$ cat src/rtl/gui_brush_ctrl.sv
// Brush-settings controller: button edges become pending color/width requests, committed atomically at the blanking boundary.
// Optional per-button auto-repeat is enabled by defining GUI_AUTO_REPEAT_EN.
module gui_brush_ctrl #(
    parameter int unsigned NUM_COLORS    = 9,
    parameter int unsigned MIN_WIDTH     = 1,
    parameter int unsigned MAX_WIDTH     = 7,
    parameter int unsigned DEFAULT_COLOR = 1,
    parameter int unsigned DEFAULT_WIDTH = 2,
    parameter int unsigned V_ACTIVE      = 720,
    parameter int unsigned REPEAT_DELAY  = 30,
    parameter int unsigned REPEAT_RATE   = 6
) (
    input  logic        clk_in,
    input  logic        rst_in,
    input  logic        color_next_in,
    input  logic        color_prev_in,
    input  logic        width_up_in,
    input  logic        width_down_in,
    input  logic [10:0] hcount_in,
    input  logic [9:0]  vcount_in,
    output logic [3:0]  cursor_color_out,
    output logic [2:0]  stroke_width_out,
    output logic        update_out
);

    localparam int unsigned NBTN    = 4;
    localparam int unsigned COLOR_W = 4;
    localparam int unsigned WIDTH_W = 3;
    localparam int unsigned BTN_CN  = 0;
    localparam int unsigned BTN_CP  = 1;
    localparam int unsigned BTN_WU  = 2;
    localparam int unsigned BTN_WD  = 3;

    if (NUM_COLORS < 2 || NUM_COLORS > 16 || MAX_WIDTH > 7 || MIN_WIDTH > MAX_WIDTH ||
        REPEAT_DELAY < 1 || REPEAT_RATE < 1) begin : g_bad_cfg
        $error("gui_brush_ctrl: illegal parameter combination");
    end

    logic [NBTN-1:0]    btn_lvl;
    logic [NBTN-1:0]    btn_rise;
    logic [NBTN-1:0]    rpt_set;
    logic [NBTN-1:0]    prev_q;
    logic [NBTN-1:0]    pend_q, pend_d;
    logic [COLOR_W-1:0] color_q, color_d;
    logic [WIDTH_W-1:0] width_q, width_d;
    logic               update_q, update_d;
    logic               boundary;

    assign btn_lvl  = {width_down_in, width_up_in, color_prev_in, color_next_in};
    assign btn_rise = btn_lvl & ~prev_q;
    assign boundary = (hcount_in == 11'd0) && (vcount_in == 10'(V_ACTIVE));

`ifdef GUI_AUTO_REPEAT_EN
    typedef enum logic [1:0] {RPT_IDLE, RPT_DELAY, RPT_REPEAT} rpt_state_e;

    localparam int unsigned CNT_MAX = (REPEAT_DELAY > REPEAT_RATE) ? REPEAT_DELAY : REPEAT_RATE;
    localparam int unsigned CNT_W   = $clog2(CNT_MAX + 1);

    rpt_state_e       rpt_q [NBTN];
    rpt_state_e       rpt_d [NBTN];
    logic [CNT_W-1:0] cnt_q [NBTN];
    logic [CNT_W-1:0] cnt_d [NBTN];

    always_ff @(posedge clk_in) begin
        if (rst_in) begin
            for (int i = 0; i < NBTN; i++) begin
                rpt_q[i] <= RPT_IDLE;
                cnt_q[i] <= '0;
            end
        end else begin
            for (int i = 0; i < NBTN; i++) begin
                rpt_q[i] <= rpt_d[i];
                cnt_q[i] <= cnt_d[i];
            end
        end
    end

    // Frame counters advance only at boundaries while the button stays held
    always_comb begin
        rpt_set = '0;
        for (int i = 0; i < NBTN; i++) begin
            rpt_d[i] = rpt_q[i];
            cnt_d[i] = cnt_q[i];
            case (rpt_q[i])
                RPT_IDLE: begin
                    if (btn_rise[i]) begin
                        rpt_d[i] = RPT_DELAY;
                        cnt_d[i] = '0;
                    end
                end
                RPT_DELAY: begin
                    if (!btn_lvl[i]) begin
                        rpt_d[i] = RPT_IDLE;
                    end else if (boundary) begin
                        if (CNT_W'(cnt_q[i] + CNT_W'(1)) == CNT_W'(REPEAT_DELAY)) begin
                            rpt_d[i]   = RPT_REPEAT;
                            cnt_d[i]   = '0;
                            rpt_set[i] = 1'b1;
                        end else begin
                            cnt_d[i] = CNT_W'(cnt_q[i] + CNT_W'(1));
                        end
                    end
                end
                RPT_REPEAT: begin
                    if (!btn_lvl[i]) begin
                        rpt_d[i] = RPT_IDLE;
                    end else if (boundary) begin
                        if (CNT_W'(cnt_q[i] + CNT_W'(1)) == CNT_W'(REPEAT_RATE)) begin
                            cnt_d[i]   = '0;
                            rpt_set[i] = 1'b1;
                        end else begin
                            cnt_d[i] = CNT_W'(cnt_q[i] + CNT_W'(1));
                        end
                    end
                end
                default: begin
                    rpt_d[i] = RPT_IDLE;
                    cnt_d[i] = '0;
                end
            endcase
        end
    end
`else
    assign rpt_set = '0;
`endif

    // Commit at the boundary; edges in the boundary cycle survive the clear
    always_comb begin
        pend_d   = pend_q;
        color_d  = color_q;
        width_d  = width_q;
        update_d = 1'b0;
        if (boundary) begin
            pend_d = '0;
            if (pend_q[BTN_CN] && !pend_q[BTN_CP]) begin
                color_d = (color_q == COLOR_W'(NUM_COLORS - 1)) ? '0 : COLOR_W'(color_q + COLOR_W'(1));
            end else if (pend_q[BTN_CP] && !pend_q[BTN_CN]) begin
                color_d = (color_q == '0) ? COLOR_W'(NUM_COLORS - 1) : COLOR_W'(color_q - COLOR_W'(1));
            end
            if (pend_q[BTN_WU] && !pend_q[BTN_WD]) begin
                width_d = (width_q >= WIDTH_W'(MAX_WIDTH)) ? width_q : WIDTH_W'(width_q + WIDTH_W'(1));
            end else if (pend_q[BTN_WD] && !pend_q[BTN_WU]) begin
                width_d = (width_q <= WIDTH_W'(MIN_WIDTH)) ? width_q : WIDTH_W'(width_q - WIDTH_W'(1));
            end
            update_d = (color_d != color_q) || (width_d != width_q);
        end
        pend_d = pend_d | btn_rise | rpt_set;
    end

    always_ff @(posedge clk_in) begin
        if (rst_in) begin
            prev_q   <= '1;
            pend_q   <= '0;
            color_q  <= COLOR_W'(DEFAULT_COLOR);
            width_q  <= WIDTH_W'(DEFAULT_WIDTH);
            update_q <= 1'b0;
        end else begin
            prev_q   <= btn_lvl;
            pend_q   <= pend_d;
            color_q  <= color_d;
            width_q  <= width_d;
            update_q <= update_d;
        end
    end

    assign cursor_color_out = color_q;
    assign stroke_width_out = width_q;
    assign update_out       = update_q;

endmodule

$ cat config.mk
export PLATFORM = sky130hd
export DESIGN_NAME = gui_brush_ctrl
export DESIGN_NICKNAME = d
export VERILOG_FILES = /design/src/rtl/gui_brush_ctrl.sv
export SDC_FILE = /design/constraint.sdc
export NUM_CORES = 1
export LEC_CHECK = 0
export ABC_AREA = 1
export ABC_CLOCK_PERIOD_IN_PS = 1600
export BUFFER_PORTS_ARGS = -buffer_cell sky130_fd_sc_hd__buf_2
export CORE_AREA = 10 10 65 67
export DETAILED_ROUTE_END_ITERATION = 8
export DIE_AREA = 0 0 75 77
export PLACE_DENSITY = 0.63
export SLEW_MARGIN = 20
export SYNTH_ARGS = -nofsm -noshare
export SYNTH_HDL_FRONTEND = slang
export SYNTH_SLANG_ARGS = --single-unit
$ cat constraint.sdc
create_clock -name clk_in -period 1.6 [get_ports clk_in]
set_input_delay 0.08 -clock clk_in [delete_from_list [all_inputs] [get_ports clk_in]]
set_output_delay 0.08 -clock clk_in [all_outputs]
set_load 0.05 [all_outputs]
; Word level (Yosys, flattened, before mapping)
; Cells that the tools add are included.
[classes]
add_sub_neg = 4
n_lt_le_gt_ge = 2
n_eq_ne = 4
n_mux = 11
n_bitwise = 4
reduce_logical = 13
[ops]
columns = operator, count
row1 = $mux W4, 6
row2 = $mux W3, 5
row3 = $logic_not A11 Y1, 1
row4 = $eq A10 B10 Y1 const B, 1
row5 = $logic_and A1 B1 Y1, 5
row6 = $add A4 B1 Y4 const B, 1
row7 = $and A4 B4 Y4, 1
row8 = $eq A4 B4 Y1 const B, 1
row9 = $logic_not A1 Y1, 4
row10 = $logic_not A4 Y1, 1
row11 = $ne A4 B4 Y1, 1
row12 = $not A4 Y4, 1
row13 = $or A4 B4 Y4, 1
row14 = $sub A4 B1 Y4 const B, 1
row15 = $add A3 B1 Y3 const B, 1
row16 = $ge A3 B3 Y1 const B, 1
row17 = $le A3 B1 Y1 const B, 1
row18 = $ne A3 B3 Y1, 1
row19 = $sub A3 B1 Y3 const B, 1
row20 = $reduce_or A2 Y1, 1
row21 = $logic_or A1 B1 Y1, 1
row22 = $not A1 Y1, 1
[word_totals]
regBits = 16
wordCells = 43

; Longest topological paths before layout
[logic_depth]
word_depth = 7
depth_mapped = 12
mapped_depth_nobuf = 12

; Worst setup path after synthesis
; No wires, ideal clock.
[synth_path]
kind = reg-to-reg
start = reg color_q[0], in the netlist cursor_color_out[0]
end = reg update_q, in the netlist update_out
setup_ps = 109
arrival_time_ps = 1859
required_ps = 1491
path_slack_ps = -368
path_stages_with_launch = 12
path_buffers = 0
cell_sequence = dfxtp_1 -> inv_1 -> ha_1 -> nand3b_1 -> nand2_1 -> nand3_2 -> nand3_1 -> nand2_1 -> nor2_1 -> nand3_1 -> nand2_1 -> inv_1
[synth_via]
elab_chain_cells = 7
[synth_rtl]
columns = item, line_no
row1 = from (decl), 44  ; logic [COLOR_W-1:0] color_q, color_d;
row2 = from (signal assigned), 154  ; color_q <= COLOR_W'(DEFAULT_COLOR);
row3 = from (signal assigned), 160  ; color_q <= color_d;
row4 = $sub A4 B1 Y4 / $logic_not A4 Y1 (equally long branches), 138  ; color_d = (color_q == '0) ? COLOR_W'(NUM_COLORS - 1) : COLOR_W'(color_q - COLOR_W'(1));
row5 = $mux W4, 138
row6 = $mux W4, 137  ; end else if (pend_q[BTN_CP] && !pend_q[BTN_CN]) begin
row7 = $mux W4, 135  ; if (pend_q[BTN_CN] && !pend_q[BTN_CP]) begin
row8 = $mux W4, 133  ; if (boundary) begin
row9 = $ne A4 B4 Y1 (*), 145  ; update_d = (color_d != color_q) || (width_d != width_q);
row10 = $logic_or A1 B1 Y1 (*), 145
row11 = to (signal assigned), 162  ; update_q <= update_d;
row12 = to (decl), 46  ; logic update_q, update_d;
; Every way passes the cells marked *; elsewhere a longest branch is shown, timed or not. The select of a mux whose other input is x is not followed.
; A chain may end at the register's enable or synchronous reset.

; Worst setup path in the final report
; Same ends and word-level chain as after synthesis.

==> results.py <==
metrics = {
    "critical_path": {
        "r2r-end": "update_out",
        "critPathRequiredTime_ns": 1.81,
        "arrival_ns": 1.68,
        "reg2reg_from": "cursor_color_out[0]",
        "critPathCaptureType": "register",
        "critPathMaxStageDelay_ns": 0.38,
        "crit_type": "reg2reg",
        "crit_top_cell": "nand2_1",
        "worstPathMaxFanout": 5,
        "startpoint_type": "register",
        "crit_slowest_cell": "dfxtp_4",
        "crit_path_start": "cursor_color_out[0]",
        "path_cells": "inv_2 > ha_4 > nand3b_1 > nand2_1 > nand3_2 > nand3_2 > nand2_1 > nor2_1 > nand3_1 > nand2_1 > inv_1",
        "rr_worst_depth": 11,
        "crit_path_end": "update_out",
        "rrSetupSlack_ns": 0.12,
    },
    "final_layout": {
        "drive_above_1_share_pct": 31.6,
        "n_fill_cell": 334,
        "nets": 259,
        "regArea_sq_um": 337,
        "area_growth_pct": 32.9,
        "antennaDiodeCount": 0,
        "multi_input_area_sq_um": 726,
    },
    "timing": {
        "timing.final.crit_share_pct": 92.3,
        "slew_headroom_pct": 81.9,
        "fmax_mhz": 677,
        "setup_slack_ns": 0.123,
        "setup_tns_ns": 0,
        "setup_viol_count_final": 0,
        "min_period_ns": 1.48,
        "drv_slew": 0,
        "timing.hold.ws_ns": 0.113,
        "final_hold_viol_count": 0,
        "worst_pin_slew_ns": 0.269,
        "skew_ns": 0.00976,
    },
    "die": {
        "dieWidth_microns": 75,
        "io_pins": 35,
        "core_sq_mm": 0.00298,
        "die_area_sq_mm": 0.00578,
        "start_util_pct": 37.9,
        "die_h_microns": 77,
        "rows": 20,
    },
    "outcome": {
        "run_status": "completed",
    },
    "clock_tree": {
        "cts.path.max_buffers": 2,
        "cts_sinks": 16,
        "cts_buffers": 3,
        "cts_tree": "done",
        "root_buffer": "clkbuf_4",
        "clock_latency_ns": 0.29,
        "cts.htree.levels": 1,
        "clkTransAtPathRegs_ns": 0.10,
    },
    "route": {
        "first_iter_violations": 79,
        "via_count": 1267,
        "drc": 0,
        "wl_microns": 2970,
        "drt-wirelength-per-cell_microns": 11.5,
        "dr.pass1.iters": 4,
        "viasPerCell": 4.91,
        "ant_nets": 0,
    },
    "global_routing": {
        "grt_max_degree": 14,
        "antenna_found_initial": 0,
        "overflow": 0,
        "grtUsageMet3_pct": 3.47,
        "grt_pass1_wl_microns": 5090,
        "grt-busiest-layer": "met2",
        "first_global_vias": 1179,
        "grtUsageMet1_pct": 13.6,
        "globalRouteTotalUtil_pct": 10.5,
        "grt_util_met2_pct": 16.8,
    },
    "run": {
        "maxCapViolations": 0,
    },
    "placement": {
        "hpwl_microns": 2320,
        "dp_slack_ns": 0.0715,
        "port_buffers": 34,
        "place.gp.congestion": 0.859,
    },
    "yosys": {
        "synthDistinctLibCells": 26,
        "syn_avg_cell_area_sq_um": 6.30,
        "yosys_warnings": 0,
        "yosysSeqAreaShare_pct": 28.4,
        "async_flop_share_pct": 0,
        "synth-seq-cells": 16,
        "synth_top_area_share_pct": 28.4,
        "ys_top_cells_by_count": "41 x nand2_1, 23 x nand3_1, 22 x inv_1, 21 x nor2_1, 16 x dfxtp_1",
        "synth_nets": 212,
        "yosysTopAreaCell": "dfxtp_1",
        "dominantRegCellSynth": "dfxtp_1",
        "yosys-top-cells-area": "dfxtp_1 28%, nand2_1 14%, nand3_1 10%",
        "yosysMostFrequentCell": "nand2_1",
        "synth-edff-count": 0,
        "syn_inst": 179,
        "netlist_area_sq_mm": 0.00113,
    },
    "pwr": {
        "leakage_uw": 0.000738,
        "power_density_mw_per_mm2": 539,
        "p_int_uw": 599,
        "seq_power_share_pct": 50.6,
        "ir_drop_v": 0.000410,
        "swShare_pct": 25.9,
        "p_switching_uw": 209,
        "share_comb_of_total_power_pct": 15.3,
        "power_frac_clock_pct": 34.1,
        "totalPowerFinal_uw": 808,
    },
    "hold_path": {
        "hp-class": "in2reg",
    },
}
[worst min-delay path by stage]
stage | from | to | slack [ns] | cells past startpoint
2_1_floorplan | rst_in | prev_q[0] | 0.18 | 1
4_1_cts | rst_in | pend_q[1] | 0.11 | 2
3_3_place_gp | color_next_in | prev_q[0] | 0.28 | 2
3_5_place_dp | width_up_in | prev_q[2] | 0.29 | 2
5_1_grt | rst_in | pend_q[1] | 0.11 | 2
6_report | hcount_in[4] | cursor_color_out[0] | 0.11 | 4
[logic make-up after synthesis]
group                    share of synthesized area, %
buffers and inverters                            9.87
adder cells (fa/ha/maj)                          6.65
AND/OR/NAND/NOR                                  42.4
flip-flops                                       28.4
AO/OA/AOI/OAI                                    12.7
[power by group through the flow]
stage	logic, uW	clock network (uW)	registers, uW
after detailed placement	114	0	422
final	124	275	409
after global placement	113	0	421
after global routing	143	304	410
after floorplan	66.2	0	421
after CTS	121	281	413
[registers in the layout, indices dropped and copies added (netlist names)]
name	cells
pend_q	4
cursor_color_out	4
update_out	1
stroke_width_out	3
prev_q	4
[through the flow]
step | std cells | utilization [%] | instance area, sq um
6_report | 258 | 50.4 | 1500
3_5_place_dp | 245 | 45.4 | 1350
4_1_cts | 253 | 48.0 | 1430
5_1_grt | 258 | 50.4 | 1500
3_3_place_gp | 245 | 45.4 | 1350
2_1_floorplan | 179 | - | 1140
[placed cells by master, fill, tap and decap left out, drive strengths merged]
cell	synthesis	routed
a31oi	1	1
buf	2	42
nor4	2	2
nor3	2	2
inv	24	24
o211ai	3	3
a21oi	13	13
a211oi	2	2
ha	6	6
nand3	24	24
nand2	42	42
o21ai	7	7
nor2	23	23
or2	6	6
nand4	3	3
dfxtp	16	16
nand3b	1	1
dlygate4sd3	0	4
clkbuf	2	4
[worst max-delay path, delay by kind of cell (launching register included)]
family	cells	cell delay [ns]
AND/OR/NAND/NOR	8	0.69
adder cells (fa/ha/maj)	1	0.23
flip-flops	1	0.38
buffers and inverters	2	0.08
[layer usage]
layer / share of wire (%) / wire length, microns
met2: 48 / 1430
met1: 48 / 1430
met5: 0 / 0
met4: 0.30 / 9
met3: 3.3 / 98
[repair_timing]
item | CTS | global route
setup endpoints to repair | 0 | 3
setup buffers | 0 | 5
resized for setup | 0 | 12
endpoints found under the hold margin | 4 | 0
hold buffers | 4 | 0
[final cells by class]
class | instances | share of cell area [%]
clock buffer | 4 | 2.42
inverter | 24 | 6.00
multi-input combinational | 135 | 48.4
sequential | 16 | 22.4
tap | 33 | 2.75
timing repair buffer | 46 | 18.0
(Power assumes the default switching activity.)
